**config.mk**
```make
export PLATFORM = sky130hd
export DESIGN_NAME = ioctl_dma_flat
export DESIGN_NICKNAME = d
export VERILOG_FILES = /design/src/rtl/ioctl_dma_if.sv /design/src/rtl/ioctl_dma.sv /design/src/flat_wrapper.sv
export SDC_FILE = /design/constraint.sdc
export NUM_CORES = 1
export LEC_CHECK = 0
export ABC_AREA = 1
export BUFFER_PORTS_ARGS = -buffer_cell sky130_fd_sc_hd__buf_4
export CAP_MARGIN = 30
export CORE_ASPECT_RATIO = 1.75
export CORE_MARGIN = 3
export CORE_UTILIZATION = 45
export CTS_CLUSTER_DIAMETER = 150
export DETAILED_ROUTE_END_ITERATION = 7
export GPL_TIMING_DRIVEN = 0
export PLACE_DENSITY = 0.64
export SLEW_MARGIN = 25
export SYNTH_ARGS = -nofsm -noshare
export SYNTH_HDL_FRONTEND = slang
export SYNTH_SLANG_ARGS = --single-unit
```
**constraint.sdc**
```tcl
create_clock -name clk_sys -period 4.65 [get_ports clk_sys]
set_input_delay 0.2325 -clock clk_sys [delete_from_list [all_inputs] [get_ports clk_sys]]
set_output_delay 0.2325 -clock clk_sys [all_outputs]
set_load 0.1 [all_outputs]
```
**src/rtl/ioctl_dma_if.sv**
```systemverilog
// Write-request bus between ioctl_dma and the SDRAM arbiter.
// The request side holds mem_req/mem_addr/mem_din stable until mem_ack.
interface ioctl_dma_if;
   logic        mem_req;
   logic [24:0] mem_addr;
   logic [7:0]  mem_din;
   logic        mem_ack;

   modport master (
      output mem_req,
      output mem_addr,
      output mem_din,
      input  mem_ack
   );

   modport slave (
      input  mem_req,
      input  mem_addr,
      input  mem_din,
      output mem_ack
   );
endinterface

```
**src/rtl/ioctl_dma.sv**
```systemverilog
// ioctl_dma: turns the SPI download byte stream into SDRAM write requests
// through a small FIFO, and can also zero-fill an address range.
// The FIFO absorbs bytes that arrive while the arbiter is slow.
// A byte that arrives while the FIFO is full is dropped, and the
// sticky overflow flag is set.
module ioctl_dma #(
   parameter int FIFO_AW = 3
) (
   input  logic        clk_sys,
   input  logic        cold_reset,
   input  logic        ioctl_download,
   input  logic        ioctl_wr,
   input  logic [24:0] ioctl_addr,
   input  logic [7:0]  ioctl_dout,
   input  logic        erase_req,
   input  logic [24:0] erase_base,
   input  logic [24:0] erase_len,
   ioctl_dma_if.master mem,
   output logic        busy,
   output logic        done,
   output logic        overflow,
   output logic [24:0] last_addr
);

   localparam int DEPTH = 2 ** FIFO_AW;
   localparam logic [FIFO_AW:0] FULL_CNT = {1'b1, {FIFO_AW{1'b0}}};

   typedef enum logic [2:0] {
      S_IDLE  = 3'd0,
      S_DL    = 3'd1,
      S_FLUSH = 3'd2,
      S_ERASE = 3'd3,
      S_DONE  = 3'd4
   } state_t;

   state_t              state_r;
   logic                wr_d_r;
   logic                dl_d_r;
   logic                dl_pend_r;
   logic                mem_req_r;
   logic [24:0]         mem_addr_r;
   logic [7:0]          mem_din_r;
   logic                busy_r;
   logic                done_r;
   logic                overflow_r;
   logic [24:0]         last_addr_r;
   logic [24:0]         erase_addr_r;
   logic [24:0]         erase_rem_r;

   // FIFO entries are {addr[24:0], data[7:0]}
   logic [32:0]         fifo_mem [DEPTH];
   logic [FIFO_AW-1:0]  wr_ptr_r;
   logic [FIFO_AW-1:0]  rd_ptr_r;
   logic [FIFO_AW:0]    count_r;

   logic                wr_rise_s;
   logic                dl_rise_s;
   logic                dl_fall_s;
   logic                push_req_s;
   logic                full_s;
   logic                empty_s;
   logic                push_s;
   logic                pop_s;
   logic [32:0]         head_s;

   // Edge detection and FIFO control. The edge registers are cleared by
   // reset, so a strobe or download that is already high when reset is
   // released still counts as a rising edge.
   assign wr_rise_s  = ioctl_wr & ~wr_d_r;
   assign dl_rise_s  = ioctl_download & ~dl_d_r;
   assign dl_fall_s  = ~ioctl_download & dl_d_r;
   assign push_req_s = wr_rise_s & ioctl_download;
   assign full_s     = (count_r == FULL_CNT);
   assign empty_s    = (count_r == {(FIFO_AW + 1){1'b0}});
   assign push_s     = push_req_s & ~full_s;
   assign pop_s      = mem_req_r & mem.mem_ack &
                       ((state_r == S_DL) | (state_r == S_FLUSH));
   assign head_s     = fifo_mem[rd_ptr_r];

   assign mem.mem_req  = mem_req_r;
   assign mem.mem_addr = mem_addr_r;
   assign mem.mem_din  = mem_din_r;
   assign busy         = busy_r;
   assign done         = done_r;
   assign overflow     = overflow_r;
   assign last_addr    = last_addr_r;

   // Edge-detect history of the strobe and the download window
   always_ff @(posedge clk_sys or posedge cold_reset) begin
      if (cold_reset) begin
         wr_d_r <= 1'b0;
         dl_d_r <= 1'b0;
      end else begin
         wr_d_r <= ioctl_wr;
         dl_d_r <= ioctl_download;
      end
   end

   // FIFO storage; contents are don't-care while the FIFO is empty
   always_ff @(posedge clk_sys) begin
      if (push_s) begin
         fifo_mem[wr_ptr_r] <= {ioctl_addr, ioctl_dout};
      end
   end

   // FIFO pointers and occupancy; a push and a pop together leave the count unchanged
   always_ff @(posedge clk_sys or posedge cold_reset) begin
      if (cold_reset) begin
         wr_ptr_r <= {FIFO_AW{1'b0}};
         rd_ptr_r <= {FIFO_AW{1'b0}};
         count_r  <= {(FIFO_AW + 1){1'b0}};
      end else begin
         if (push_s) begin
            wr_ptr_r <= wr_ptr_r + FIFO_AW'(1'b1);
         end
         if (pop_s) begin
            rd_ptr_r <= rd_ptr_r + FIFO_AW'(1'b1);
         end
         case ({push_s, pop_s})
            2'b10:   count_r <= count_r + (FIFO_AW + 1)'(1'b1);
            2'b01:   count_r <= count_r - (FIFO_AW + 1)'(1'b1);
            default: count_r <= count_r;
         endcase
      end
   end

   // Sticky overflow: set when a byte is dropped, cleared on a new download window
   always_ff @(posedge clk_sys or posedge cold_reset) begin
      if (cold_reset) begin
         overflow_r <= 1'b0;
      end else if (push_req_s && full_s) begin
         overflow_r <= 1'b1;
      end else if (dl_rise_s) begin
         overflow_r <= 1'b0;
      end else begin
         overflow_r <= overflow_r;
      end
   end

   // Main FSM with registered request, status and address outputs
   always_ff @(posedge clk_sys or posedge cold_reset) begin
      if (cold_reset) begin
         state_r      <= S_IDLE;
         dl_pend_r    <= 1'b0;
         mem_req_r    <= 1'b0;
         mem_addr_r   <= 25'd0;
         mem_din_r    <= 8'h00;
         busy_r       <= 1'b0;
         done_r       <= 1'b0;
         last_addr_r  <= 25'd0;
         erase_addr_r <= 25'd0;
         erase_rem_r  <= 25'd0;
      end else begin
         done_r <= 1'b0;
         // A new window that opens while another job is still running
         // waits here until DONE.
         if (dl_rise_s && (state_r != S_IDLE) && (state_r != S_DONE)) begin
            dl_pend_r <= 1'b1;
         end
         case (state_r)
            S_IDLE: begin
               if (dl_rise_s || dl_pend_r) begin
                  state_r   <= S_DL;
                  busy_r    <= 1'b1;
                  dl_pend_r <= 1'b0;
               end else if (erase_req) begin
                  busy_r <= 1'b1;
                  if (erase_len != 25'd0) begin
                     state_r      <= S_ERASE;
                     erase_addr_r <= erase_base;
                     erase_rem_r  <= erase_len;
                  end else begin
                     state_r <= S_DONE;
                     done_r  <= 1'b1;
                  end
               end else begin
                  state_r <= S_IDLE;
               end
            end

            S_DL, S_FLUSH: begin
               if (mem_req_r) begin
                  if (mem.mem_ack) begin
                     mem_req_r   <= 1'b0;
                     last_addr_r <= mem_addr_r;
                  end
               end else if (!empty_s) begin
                  mem_req_r  <= 1'b1;
                  mem_addr_r <= head_s[32:8];
                  mem_din_r  <= head_s[7:0];
               end
               if (state_r == S_DL) begin
                  if (dl_fall_s) begin
                     state_r <= S_FLUSH;
                  end
               end else if (empty_s && !mem_req_r) begin
                  state_r <= S_DONE;
                  done_r  <= 1'b1;
               end
            end

            S_ERASE: begin
               if (mem_req_r) begin
                  if (mem.mem_ack) begin
                     mem_req_r    <= 1'b0;
                     erase_addr_r <= erase_addr_r + 25'd1;
                     erase_rem_r  <= erase_rem_r - 25'd1;
                     if (erase_rem_r == 25'd1) begin
                        state_r <= S_DONE;
                        done_r  <= 1'b1;
                     end
                  end
               end else begin
                  mem_req_r  <= 1'b1;
                  mem_addr_r <= erase_addr_r;
                  mem_din_r  <= 8'h00;
               end
            end

            S_DONE: begin
               if (dl_rise_s || dl_pend_r) begin
                  state_r   <= S_DL;
                  busy_r    <= 1'b1;
                  dl_pend_r <= 1'b0;
               end else begin
                  state_r <= S_IDLE;
                  busy_r  <= 1'b0;
               end
            end

            default: begin
               state_r   <= S_IDLE;
               mem_req_r <= 1'b0;
               busy_r    <= 1'b0;
               dl_pend_r <= 1'b0;
            end
         endcase
      end
   end

endmodule

```
**src/flat_wrapper.sv**
```systemverilog
// flat-port wrapper written by rule: the top's interface ports become plain ports
module ioctl_dma_flat 
#(
   parameter int FIFO_AW = 3
)
  (clk_sys, cold_reset, ioctl_download, ioctl_wr, ioctl_addr, ioctl_dout, erase_req, erase_base, erase_len, busy, done, overflow, last_addr, mem_mem_req, mem_mem_addr, mem_mem_din, mem_mem_ack);
  ioctl_dma_if mem_i ();
  input  logic clk_sys;
  input  logic cold_reset;
  input  logic ioctl_download;
  input  logic ioctl_wr;
  input  logic [24:0] ioctl_addr;
  input  logic [7:0] ioctl_dout;
  input  logic erase_req;
  input  logic [24:0] erase_base;
  input  logic [24:0] erase_len;
  output logic busy;
  output logic done;
  output logic overflow;
  output logic [24:0] last_addr;
  output wire logic [$bits(mem_i.mem_req)-1:0] mem_mem_req;
  output wire logic [$bits(mem_i.mem_addr)-1:0] mem_mem_addr;
  output wire logic [$bits(mem_i.mem_din)-1:0] mem_mem_din;
  input wire logic [$bits(mem_i.mem_ack)-1:0] mem_mem_ack;
  assign mem_mem_req = mem_i.mem_req;
  assign mem_mem_addr = mem_i.mem_addr;
  assign mem_mem_din = mem_i.mem_din;
  assign mem_i.mem_ack = mem_mem_ack;
  ioctl_dma #(.FIFO_AW(FIFO_AW)) u_core (.clk_sys(clk_sys), .cold_reset(cold_reset), .ioctl_download(ioctl_download), .ioctl_wr(ioctl_wr), .ioctl_addr(ioctl_addr), .ioctl_dout(ioctl_dout), .erase_req(erase_req), .erase_base(erase_base), .erase_len(erase_len), .mem(mem_i), .busy(busy), .done(done), .overflow(overflow), .last_addr(last_addr));
endmodule
```
==> results.yml <==
outcome:
  status: "finished clean"
floorplanning:
  die_w_um: 154.8
  dieHeight_um: 266.4
  coreArea_um2: 37870
  die-area_um2: 41240
  start_util_pct: 46.04
  io_pins: 151
  core.rowCount: 94
logic_synthesis:
  synth_seq_area_share_pct: 63.84
  avgSynthCellArea_um2: 9.466
  synth_area_leader_cell: "edfxtp_1"
  yosys_warnings: 0
  synthesis.nets: 1939
  synth_cells: 1842
  ys_ff_latch: 392
  yosysUniqueCellTypes: 38
  netlist_area_um2: 17440
  netlist_top_cells_area: "edfxtp_1 45%, dfrtp_1 18%, nand2_1 14%, nand3_1 6.9%, nor2_1 3.5%"
  synth.top_cell.area_share_pct: 45.47
timing:
  relSlewSlack_pct: 44.55
  whs_ns: 0.01620
  slew_viol_final: 0
  finalWorstSetupSlack_ns: 1.550
  finalHoldViolations: 0
  worstMarginPinSlew_ns: 0.8317
  min_period_ns: 3.100
  final-setup-viol-count: 0
  fin_crit_sh_pct: 66.66
  fin_worst_skew_ns: 0.02532
  rsz0062_at_grt: "false"
  fmax_ghz: 0.3226
grt:
  antenna_found_initial: 1
  grtUsageTotal_pct: 25.32
  grt_max_degree: 66
  grt_pass1_wl_um: 80470
  grt_pass1_vias: 14320
  grt_overflow: 0
finish:
  n_antenna_cell: 0
  syn_to_final_growth_pct: 20.38
  layout_commonest_cell: "nand2_1"
  final_nets: 2177
  fin_cells: 2585
  layout-drive-gt1-share_pct: 13.06
  layout_common_cells: "649 x nand2_1, 264 x edfxtp_1, 240 x nand3_1"
routing:
  top_layer: "met5"
  dr.pass1.iters: 5
  m1WireLength_um: 18140
  drc_errors: 0
  dr_total_vias: 14100
  drtIter0Drc: 1003
  wl_met2_um: 29180
  routed_wl_um: 52730
  routed_wire_length_per_instance_um: 20.40
  via_per_inst: 5.453
  wl_met3_um: 3001
  postRouteAntennaNets: 0
setup_path:
  worstPathMaxFanout: 11
  regToRegSetupSlack_ns: 1.55
  cpPeakStageDelay_ns: 0.45
  crit_required_ns: 5.05
  crit_family: "simple AND/OR/NAND/NOR gates"
  critPathMostFrequentCell: "nand2_1"
  crit_chain: "inv_2, nor2_2, nand2_1, nand2_1, nand2_1, inv_1, buf_2, ha_1, nand2_1, inv_1, nor2_1, ha_1, a21oi_1, xnor2_1, o21ai_0"
  critical_path_class: "reg2reg"
  cp-end-kind: "flop"
  slowest_stage: "dfrtp_1"
  arrival_ns: 3.50
  crit_path_start_kind: "flop"
  crit_buf_inv: 4
placement:
  dp_cells: 2481
  port_buffers: 150
  post-place-ws_ns: 1.595
  place_hpwl_um: 38380
  gp_congestion: 0.9395
clock_tree:
  cts.sinks: 392
  cts_resized: 0
  numCtsBuffers: 37
  cts_max_path_buffers: 3
  path_clk_slew_ns: 0.07
  cts-root-buf: "clkbuf_16"
  cts_tree: "built"
  clk_latency_ns: 0.54
  h-tree-depth: 2
pwr:
  cellLeakagePower_nw: 8.821
  power.density_nw_per_um2: 711.9
  max-vdd-ir-drop_mv: 0.5520
run:
  maxCapViolCount: 0
worst_hold_path:
  hold_class: "in2reg"
flip-flops by register name (all words and copies together) (netlist names), 4 cells and up:
| name | count |
|---|---|
| u_core.count_r | 4 |
| u_core.erase_addr_r | 25 |
| u_core.erase_rem_r | 25 |
| u_core.fifo_mem | 264 |
| u_core.last_addr | 25 |
| u_core.mem.mem_addr | 25 |
| u_core.mem.mem_din | 8 |
final cells by class:
class | instances | area [um^2]
Tap cell | 480 | 600.6
Multi-Input combinational cell | 1267 | 5627
Buffer | 87 | 375.4
Timing Repair Buffer | 199 | 1752
Clock buffer | 45 | 985.9
Sequential cell | 392 | 11130
Inverter | 96 | 370.4
Clock inverter | 19 | 147.6
Fill cell | 3397 | 16880
routing by layer:
metal | vias up | global-route usage, %
met5 | - | 0
met4 | 2 | 10.94
met3 | 128 | 3.504
met2 | 523 | 49.44
met1 | 6784 | 26.62
li1 | 6660 | -
cell families after synthesis:
kind of cell | Yosys count | share of synthesized area, %
xor gates and xnor gates | 8 | 0.4019
and+or+nand+nor | 1083 | 25.69
adders and majority gates | 8 | 0.5741
buffers and inverters | 183 | 4.234
AOI/OAI and AO/OA | 168 | 5.260
DFF | 392 | 63.84
cell usage after synthesis, drive strengths merged:
library cell / number
nand2: 651
edfxtp: 264
nand3: 240
nor2: 172
dfrtp: 128
o21ai: 110
inv: 96
clkbuf: 44
buf: 43
o22ai: 21
a21oi: 19
nand4: 10
ha: 8
o211ai: 8
nor3: 5
xor2: 5
o21bai: 3
xnor2: 3
a31oi: 2
o221ai: 2
or2: 2
a21boi: 1
a22oi: 1
nand3b: 1
nor3b: 1
nor4: 1
o41ai: 1
report_power, final:
| part | total [mW] | internal [mW] | switching [mW] | leakage, nW |
|---|---|---|---|---|
| clock | 2.94 | 1.62 | 1.32 | 0.551 |
| combinational | 7.14 | 1.75 | 5.38 | 4.30 |
| sequential | 4.87 | 4.35 | 0.521 | 3.97 |
worst register-to-register path, cell delays in order, from the launching register on:
cell	delay (ns)
dfrtp_1	0.45
inv_2	0.06
nor2_2	0.13
nand2_1	0.12
nand2_1	0.14
nand2_1	0.37
inv_1	0.25
buf_2	0.34
ha_1	0.29
nand2_1	0.10
inv_1	0.07
nor2_1	0.05
ha_1	0.20
a21oi_1	0.19
xnor2_1	0.14
o21ai_0	0.08
what timing repair did:
item / in CTS / in global routing
hold buffers: 40 / 0
buffers inserted: 0 / 0
endpoints found under the setup margin: 0 / 0
endpoints found under the hold margin: 335 / 0
through the flow:
| step | setup TNS (ns) | util (%) | power [mW] | area, um^2 |
|---|---|---|---|---|
| floorplan | 0 | - | 9.748 | 17440 |
| global placement | -112.46 | 50.60 | 11.84 | 19160 |
| detailed placement | 0 | 51.37 | 12.01 | 19450 |
| CTS | 0 | 55.42 | 14.97 | 20990 |
| global route | 0 | 55.42 | 15.73 | 20990 |
| finish | 0 | 55.42 | 14.94 | 20990 |
path summary, 6_finish.rpt:
check	from	end	depth (start not counted)
min in group asynchronous	cold_reset	u_core.overflow	3
max in group asynchronous	cold_reset	u_core.mem.mem_din[2]	4
min	erase_len[15]	u_core.erase_rem_r[15]	5
max	u_core.state_r[1]	u_core.count_r[2]	15
max reg2reg	u_core.state_r[1]	u_core.count_r[2]	15
min reg2reg	u_core.wr_d_r	u_core.overflow	1
Note: power is estimated with default switching activity, not from simulation.
